<file path="config.mk">
export PLATFORM = sky130hd
export DESIGN_NAME = dmem_arbiter
export DESIGN_NICKNAME = d
export VERILOG_FILES = /design/src/rtl/dmem_arbiter.sv
export SDC_FILE = /design/constraint.sdc
export NUM_CORES = 1
export LEC_CHECK = 0
export CORE_AREA = 3 3 211 213
export CTS_BUF_LIST = sky130_fd_sc_hd__clkbuf_8
export DETAILED_ROUTE_END_ITERATION = 12
export DIE_AREA = 0 0 214 216
export GPL_TIMING_DRIVEN = 0
export PLACE_DENSITY = 0.46
export SYNTH_ARGS = -nofsm -noshare
export SYNTH_HDL_FRONTEND = slang
export SYNTH_SLANG_ARGS = --single-unit
</file>
<file path="constraint.sdc">
create_clock -name clk -period 4.5 [get_ports clk]
set_clock_uncertainty 0.05 [all_clocks]
set_input_delay 0.9 -clock clk [delete_from_list [all_inputs] [get_ports clk]]
set_output_delay 0.9 -clock clk [all_outputs]
set_load 0.03 [all_outputs]
</file>
<file path="src/rtl/dmem_arbiter.sv">
// Round-robin two-port arbiter for the single-ported 64-bit data memory.
// It range-checks each address and returns the one-cycle-latency response to the requester that issued it.
module dmem_arbiter #(
  parameter int MEM_DEPTH = 124,
  parameter int ADDR_W    = 48
) (
  input  logic              clk,
  input  logic              rst_n,
  input  logic              req0,
  input  logic              we0,
  input  logic [ADDR_W-1:0] addr0,
  input  logic [63:0]       wdata0,
  input  logic              req1,
  input  logic              we1,
  input  logic [ADDR_W-1:0] addr1,
  input  logic [63:0]       wdata1,
  output logic              gnt0,
  output logic              gnt1,
  output logic              rvalid0,
  output logic              rerr0,
  output logic [63:0]       rdata0,
  output logic              rvalid1,
  output logic              rerr1,
  output logic [63:0]       rdata1,
  output logic [ADDR_W-1:0] mem_address,
  output logic [63:0]       mem_write_data,
  output logic              mem_write,
  output logic              mem_read,
  input  logic [63:0]       mem_read_data
);

  localparam logic [ADDR_W-1:0] DEPTH_A = ADDR_W'(MEM_DEPTH);

  logic              last;
  logic              tag_valid;
  logic              tag_id;
  logic              tag_read;
  logic              tag_err;

  logic              granted;
  logic              sel_id;
  logic              sel_we;
  logic [ADDR_W-1:0] sel_addr;
  logic [63:0]       sel_wdata;
  logic              legal;
  logic              access;

  // On contention the requester that was not granted last wins; grants are
  // forced low while reset is asserted.
  always_comb begin
    gnt0      = rst_n & req0 & (~req1 | last);
    gnt1      = rst_n & req1 & (~req0 | ~last);
    granted   = gnt0 | gnt1;
    sel_id    = gnt1;
    sel_we    = sel_id ? we1    : we0;
    sel_addr  = sel_id ? addr1  : addr0;
    sel_wdata = sel_id ? wdata1 : wdata0;
    legal     = sel_addr < DEPTH_A;
    access    = granted & legal;
  end

  always_comb begin
    mem_write      = access & sel_we;
    mem_read       = access & ~sel_we;
    mem_address    = access ? sel_addr  : '0;
    mem_write_data = access ? sel_wdata : '0;
  end

  always_ff @(posedge clk or negedge rst_n) begin
    if (!rst_n) begin
      last      <= 1'b1;
      tag_valid <= 1'b0;
      tag_id    <= 1'b0;
      tag_read  <= 1'b0;
      tag_err   <= 1'b0;
    end else begin
      if (granted) begin
        last <= sel_id;
      end
      tag_valid <= granted;
      tag_id    <= sel_id;
      tag_read  <= ~sel_we;
      tag_err   <= ~legal;
    end
  end

  // Memory read data is only forwarded for a good read; writes and errors
  // return zero data.
  always_comb begin
    rvalid0 = tag_valid & ~tag_id;
    rvalid1 = tag_valid & tag_id;
    rerr0   = rvalid0 & tag_err;
    rerr1   = rvalid1 & tag_err;
    rdata0  = (rvalid0 & tag_read & ~tag_err) ? mem_read_data : '0;
    rdata1  = (rvalid1 & tag_read & ~tag_err) ? mem_read_data : '0;
  end

endmodule

</file>
==> flow_metrics.tcl, run 1 <==
set metrics [dict create \
    outcome "complete, no violations" \
    cp_slowest_stage_delay_ns 0.52 \
    cts_root_buf "clkbuf_8" \
    start_util 0.0732 \
    synthTopCellsByArea "and2_1 (26%), mux2i_1 (23%), nor3_2 (19%)" \
    wl_mm 26.3 \
    ctsHtreeMaxLevel 1 \
    slew_headroom 0.450 \
    finalSetupViolCount 0 \
    final_layout_size_suffix_gt1_frac 0.175 \
    yosysTopAreaCellShare 0.259 \
    clk_pin_slew_ns 0.04 \
    placed_area_um2 9040 \
    grt_pass1_vias 5425 \
    worstHoldPathCells 2 \
    crit_type "in -> out" \
    p_seq_frac 0.084 \
    layout.nets 1255 \
    core-area_um2 42900 \
    rows 76 \
    p_switching_mw 0.224 \
    vdd_drop_max_mv 0.0302 \
    clock_sinks 5 \
    drt_iter0_markers 57 \
    track_usage 0.105 \
    yosysTopAreaCell "and2_1" \
    switching_share 0.353 \
    critPathCaptureType "output pin" \
    worst_slack_ns 0.190 \
    grt_pass1_wl_mm 36.6 \
    via_per_inst 3.25 \
    ios 542 \
    arrival_ns 3.36 \
    place_inst 1541 \
    required_ns 3.55 \
    cts_made_buffers 3 \
    hp-class "reg -> reg" \
    ys_warn_count 0 \
    route.detailed.drc 0 \
    io_buffers 500 \
    finalHoldViolCount 0 \
    path_cells "clkdlybuf4s50_1 > nand2_1 > a21o_1 > buf_4 > inv_4 > nor4_4 > o22ai_1 > buf_6 > buf_6 > nor3_2 > clkdlybuf4s15_1" \
    syn_area_um2 3140 \
    cp_slowest_cell "clkdlybuf4s50_1" \
    die-area_um2 46200 \
    yosys.cell_types.count 28 \
    place.gp.congestion 0.830 \
    path_max_fanout 10 \
    rsz0062_at_grt "false" \
    seq_area_frac_synth 0.0403 \
    avgRoutedWirePerCell_um 17.0 \
    synth-seq-cells 5 \
    grt_max_degree 11 \
    cts_tree "built" \
    layout_commonest_cell "clkdlybuf4s50_1" \
    fin_setup_tns_ns 0 \
    drv_cap 0 \
    layout_common_cells "clkdlybuf4s50_1 (426), and2_1 (130), mux2i_1 (70)" \
    powerDensity_nw_per_um2 71.2 \
    worst_pin_slew_ns 0.825 \
    power_frac_comb 0.787 \
    finalNonFillerCells 1545 \
    internal-power_mw 0.410 \
    netlist_instances 415 \
    cp-start-kind "input port" \
    r2r_cells 6 \
    vias 5014 \
    drt_pre_antenna_iters 3 \
    area_growth_pct 184 \
    min_period_ns 4.31 \
    p_leak_nw 3.68 \
    avgSynthCellArea_um2 7.56 \
    chipWidth_um 214 \
    finalCritPeriodShare 0.958 \
    ant_nets 0 \
    clock_power_share 0.129 \
    cpMostUsedCell "buf_6" \
    dpl_worst_slack_ns -0.941 \
    dpl.hpwl_mm 23.9 \
    grt_overflow 0 \
    antenna_found_initial 3 \
    maxSlewViolCount 0 \
    fmax_ghz 0.232 \
    cts_hold_buf 0 \
    post-route-cell-area_um2 8900 \
    fin_util 0.208 \
    fp.dieH_um 216 \
    insertion_delay_ns 0.22 \
    diodes 0 \
    clock_path_buffers 2 \
]
[through the flow]
step	total power [mW]	hold slack [ns]
floorplan	0.238	0.420
global placement	0.552	0.437
detailed placement	0.556	0.451
CTS	0.644	0.457
global route	0.676	0.482
finish	0.634	0.455
[state kept, by name, summed over array words and instances, names as in the netlist]
name       flops
last           1
tag_valid      1
tag_id         1
tag_err        1
tag_read       1
[per-layer routing]
layer / track usage / routed length (um) / vias to the layer above
met3: 0.0293 / 2390 / 16
li1: - / - / 2429
met5: 0 / 0 / -
met4: 0.0129 / 270 / 0
met1: 0.108 / 9340 / 2239
met2: 0.216 / 14300 / 330
[power groups by stage]
stage          Clock (mW)  Sequential [mW]  Combinational (mW)
4_1_cts            0.0846           0.0531               0.507
6_report           0.0820           0.0530               0.499
3_3_place_gp            0           0.0534               0.498
2_1_floorplan           0           0.0527               0.185
5_1_grt            0.0884           0.0536               0.534
3_5_place_dp            0           0.0536               0.503
[final cells by class]
cell class / instances / area, um2
Buffer: 78 / 515
Multi-Input combinational cell: 368 / 2670
Tap cell: 585 / 732
Timing Repair Buffer: 501 / 4800
Sequential cell: 5 / 126
Fill cell: 4865 / 34000
Clock buffer: 3 / 41.3
Clock inverter: 1 / 3.75
Inverter: 4 / 17.5
[cells by family after synthesis]
group                  after synthesis  share of synthesized area
muxes                               71                      0.226
AOI/OAI and AO/OA                    7                     0.0132
DFF                                  5                     0.0403
buffers and inverters               82                      0.167
and+or+nand+nor                    249                      0.552
other                                1                    0.00120
[synthesized netlist by cell type]
| master | n |
|---|---|
| and2_1 | 130 |
| mux2i_1 | 71 |
| nor3_2 | 60 |
| buf_4 | 42 |
| clkbuf_1 | 25 |
| nor4_1 | 21 |
| nor3_1 | 13 |
| nand2_1 | 10 |
| buf_6 | 7 |
| nor2_1 | 5 |
| buf_2 | 4 |
| dfrtp_1 | 4 |
| nand4_1 | 3 |
| a21oi_1 | 2 |
| and3b_1 | 2 |
| inv_1 | 2 |
| inv_2 | 2 |
| or3_1 | 2 |
| a21o_1 | 1 |
| and3_1 | 1 |
| conb_1 | 1 |
| dfstp_2 | 1 |
| nand3_1 | 1 |
| nor2b_1 | 1 |
| o211ai_1 | 1 |
| o21ai_0 | 1 |
| o21ai_1 | 1 |
| o22ai_1 | 1 |
[critical path, delay by kind of cell]
| family | cells | cell delay, ns |
|---|---|---|
| buffers and inverters | 6 | 1.73 |
| AOI/OAI and AO/OA | 2 | 0.49 |
| and+or+nand+nor | 3 | 0.21 |
[worst paths after layout]
path / start / endpoint / slack [ns]
max in group asynchronous: rst_n / last / 3.46
setup reg to reg: last / tag_err / 2.61
setup / recovery: req1 / mem_write_data[1] / 0.19
hold reg to reg: last / last / 0.45
hold / removal: last / last / 0.45
min in group asynchronous: rst_n / tag_valid / 0.64
[repair_timing]
action	CTS	global route
setup endpoints to repair	73	66
gates resized for setup	102	74
endpoints found under the hold margin	0	0
setup buffers	0	0
No activity file was read; power rests on OpenSTA's default activity.
==> run 2: changes to the inputs <==
- CORE_AREA: 3 3 211 213 -> 3 3 208 210
- DIE_AREA: 0 0 214 216 -> 0 0 211 213
- DONT_BUFFER_PORTS: default -> 1
- PLACE_DENSITY: 0.46 -> 0.31
==> run 2 against run 1 <==
  * Maximum frequency up 3.5%
  * Non-clock buffer count down 500
  * Power fell by 43%
  * Sequential share of layout area increased by 1.7 points
  * Critical endpoint is now mem_write
  * Largest power group unchanged
  * Highest routed layer is now met5
==> flow_metrics.tcl, run 2 (synthesized netlist as in run 1, its figures left out) <==
set metrics [dict create \
    hp-class "in -> async" \
    drv_cap 0 \
    clock_sinks 5 \
    regToRegSetupSlack_ns 2.27 \
    fmax_ghz 0.240 \
    drt_iter0_markers 131 \
    grt_pass1_vias 3418 \
    finalHoldViolCount 0 \
    grt_pass1_wl_mm 26.8 \
    grt_overflow 0 \
    cts_made_buffers 3 \
    chipWidth_um 211 \
    final_layout_size_suffix_gt1_frac 0.263 \
    fp.dieH_um 213 \
    placed_area_um2 3980 \
    outcome "complete, no violations" \
    cts_root_buf "clkbuf_8" \
    powerDensity_nw_per_um2 89.2 \
    wl_mm 22.1 \
    layout_commonest_cell "and2_1" \
    clk_pin_slew_ns 0.04 \
    fin_setup_tns_ns 0 \
    route.detailed.drc 0 \
    arrival_ns 3.21 \
    avgRoutedWirePerCell_um 22.0 \
    maxSlewViolCount 0 \
    cts_tree "built" \
    cts_resized 0 \
    ios 542 \
    post-route-cell-area_um2 4040 \
    vias 3392 \
    path_delay_family "simple AND/OR/NAND/NOR gates" \
    rows 75 \
    cp_slowest_stage_delay_ns 0.90 \
    r2r_cells 6 \
    start_util 0.0751 \
    crit_type "in -> out" \
    worst_pin_slew_ns 1.11 \
    die-area_um2 44900 \
    dpl.hpwl_mm 19.8 \
    min_period_ns 4.16 \
    critPathBufInv 3 \
    path_cells "nand2_1 > a21o_1 > buf_4 > inv_2 > nor4_1 > o22ai_1 > buf_6 > nor3_1" \
    critPathCaptureType "output pin" \
    area_growth_pct 28.8 \
    path_max_fanout 10 \
    finalSetupViolCount 0 \
    antenna_found_initial 5 \
    drt_pre_antenna_iters 4 \
    cp_slowest_cell "nor3_1" \
    core-area_um2 41800 \
    via_per_inst 3.38 \
    ant_nets 0 \
    whs_ns 0.316 \
    power_mw 0.360 \
    required_ns 3.55 \
    r2r_end "tag_err" \
    layout.nets 755 \
    timing.rr.start "last" \
    insertion_delay_ns 0.23 \
    nFillCells 4862 \
    place.gp.congestion 0.910 \
    fin_util 0.0968 \
    vdd_drop_max_mv 0.0437 \
    track_usage 0.0872 \
    cp-start-kind "input port" \
    cts_setup_buffers 0 \
    cts_hold_buf 0 \
    clock_path_buffers 2 \
    finalCritPeriodShare 0.925 \
    rsz0062_at_grt "false" \
    slew_headroom 0.255 \
    io_buffers 0 \
    grt_max_degree 11 \
    ctsHtreeMaxLevel 1 \
    p_leak_nw 1.63 \
    layout_common_cells "and2_1 (130), mux2i_1 (71), nor3_2 (60)" \
]
[run 2: changes by cell type in the layout (fill, tap and decap cells not counted), moves of 5 or more]
cell and delta:
clkdlybuf4s50_1 -426, dlygate4sd2_1 -29, diode_2 +6, clkdlybuf4s15_2 -5, clkbuf_2 -36
[run 2: through the flow]
stage,worst slack [ns],instances
global route,0.0474,1003
finish,0.336,1005
global placement,0.0827,994
CTS,0.124,999
floorplan,0.940,455
detailed placement,0.132,995
[run 2: power by group]
| part | internal (mW) | switching, mW | leakage, nW |
|---|---|---|---|
| Sequential | 0.0503 | 0.00272 | 0.0563 |
| Combinational | 0.0758 | 0.146 | 1.55 |
| Clock | 0.0589 | 0.0263 | 0.0269 |
[run 2: metal layers]
layer	track usage	routed length (um)	vias to the layer above
met2	0.170	11800	341
met1	0.0810	7050	1560
li1	-	-	1433
met3	0.0167	1490	54
met5	0	70	-
met4	0.0635	1650	4
[run 2: worst max-delay path by stage]
stage,startpoint,end,slack (ns),cells after the start
2_1_floorplan,rst_n,mem_write_data[55],0.94,8
3_3_place_gp,req1,mem_write_data[60],0.08,3
3_5_place_dp,rst_n,mem_write,0.13,8
4_1_cts,rst_n,mem_write,0.12,8
5_1_grt,rst_n,mem_write,0.05,8
6_report,rst_n,mem_write,0.34,8
[run 2: final cells by class]
cell class	instances	area (um2)	share of cell area
multi-input cells	368	2640	0.654
well taps	539	674	0.167
plain buffers	78	508	0.126
flip-flops and latches	5	126	0.0313
clock buffers	3	41.3	0.0102
repair buffers	1	15.0	0.00372
inverters	4	15.0	0.00372
diodes	6	15.0	0.00372
clock inverters	1	3.75	0.000929
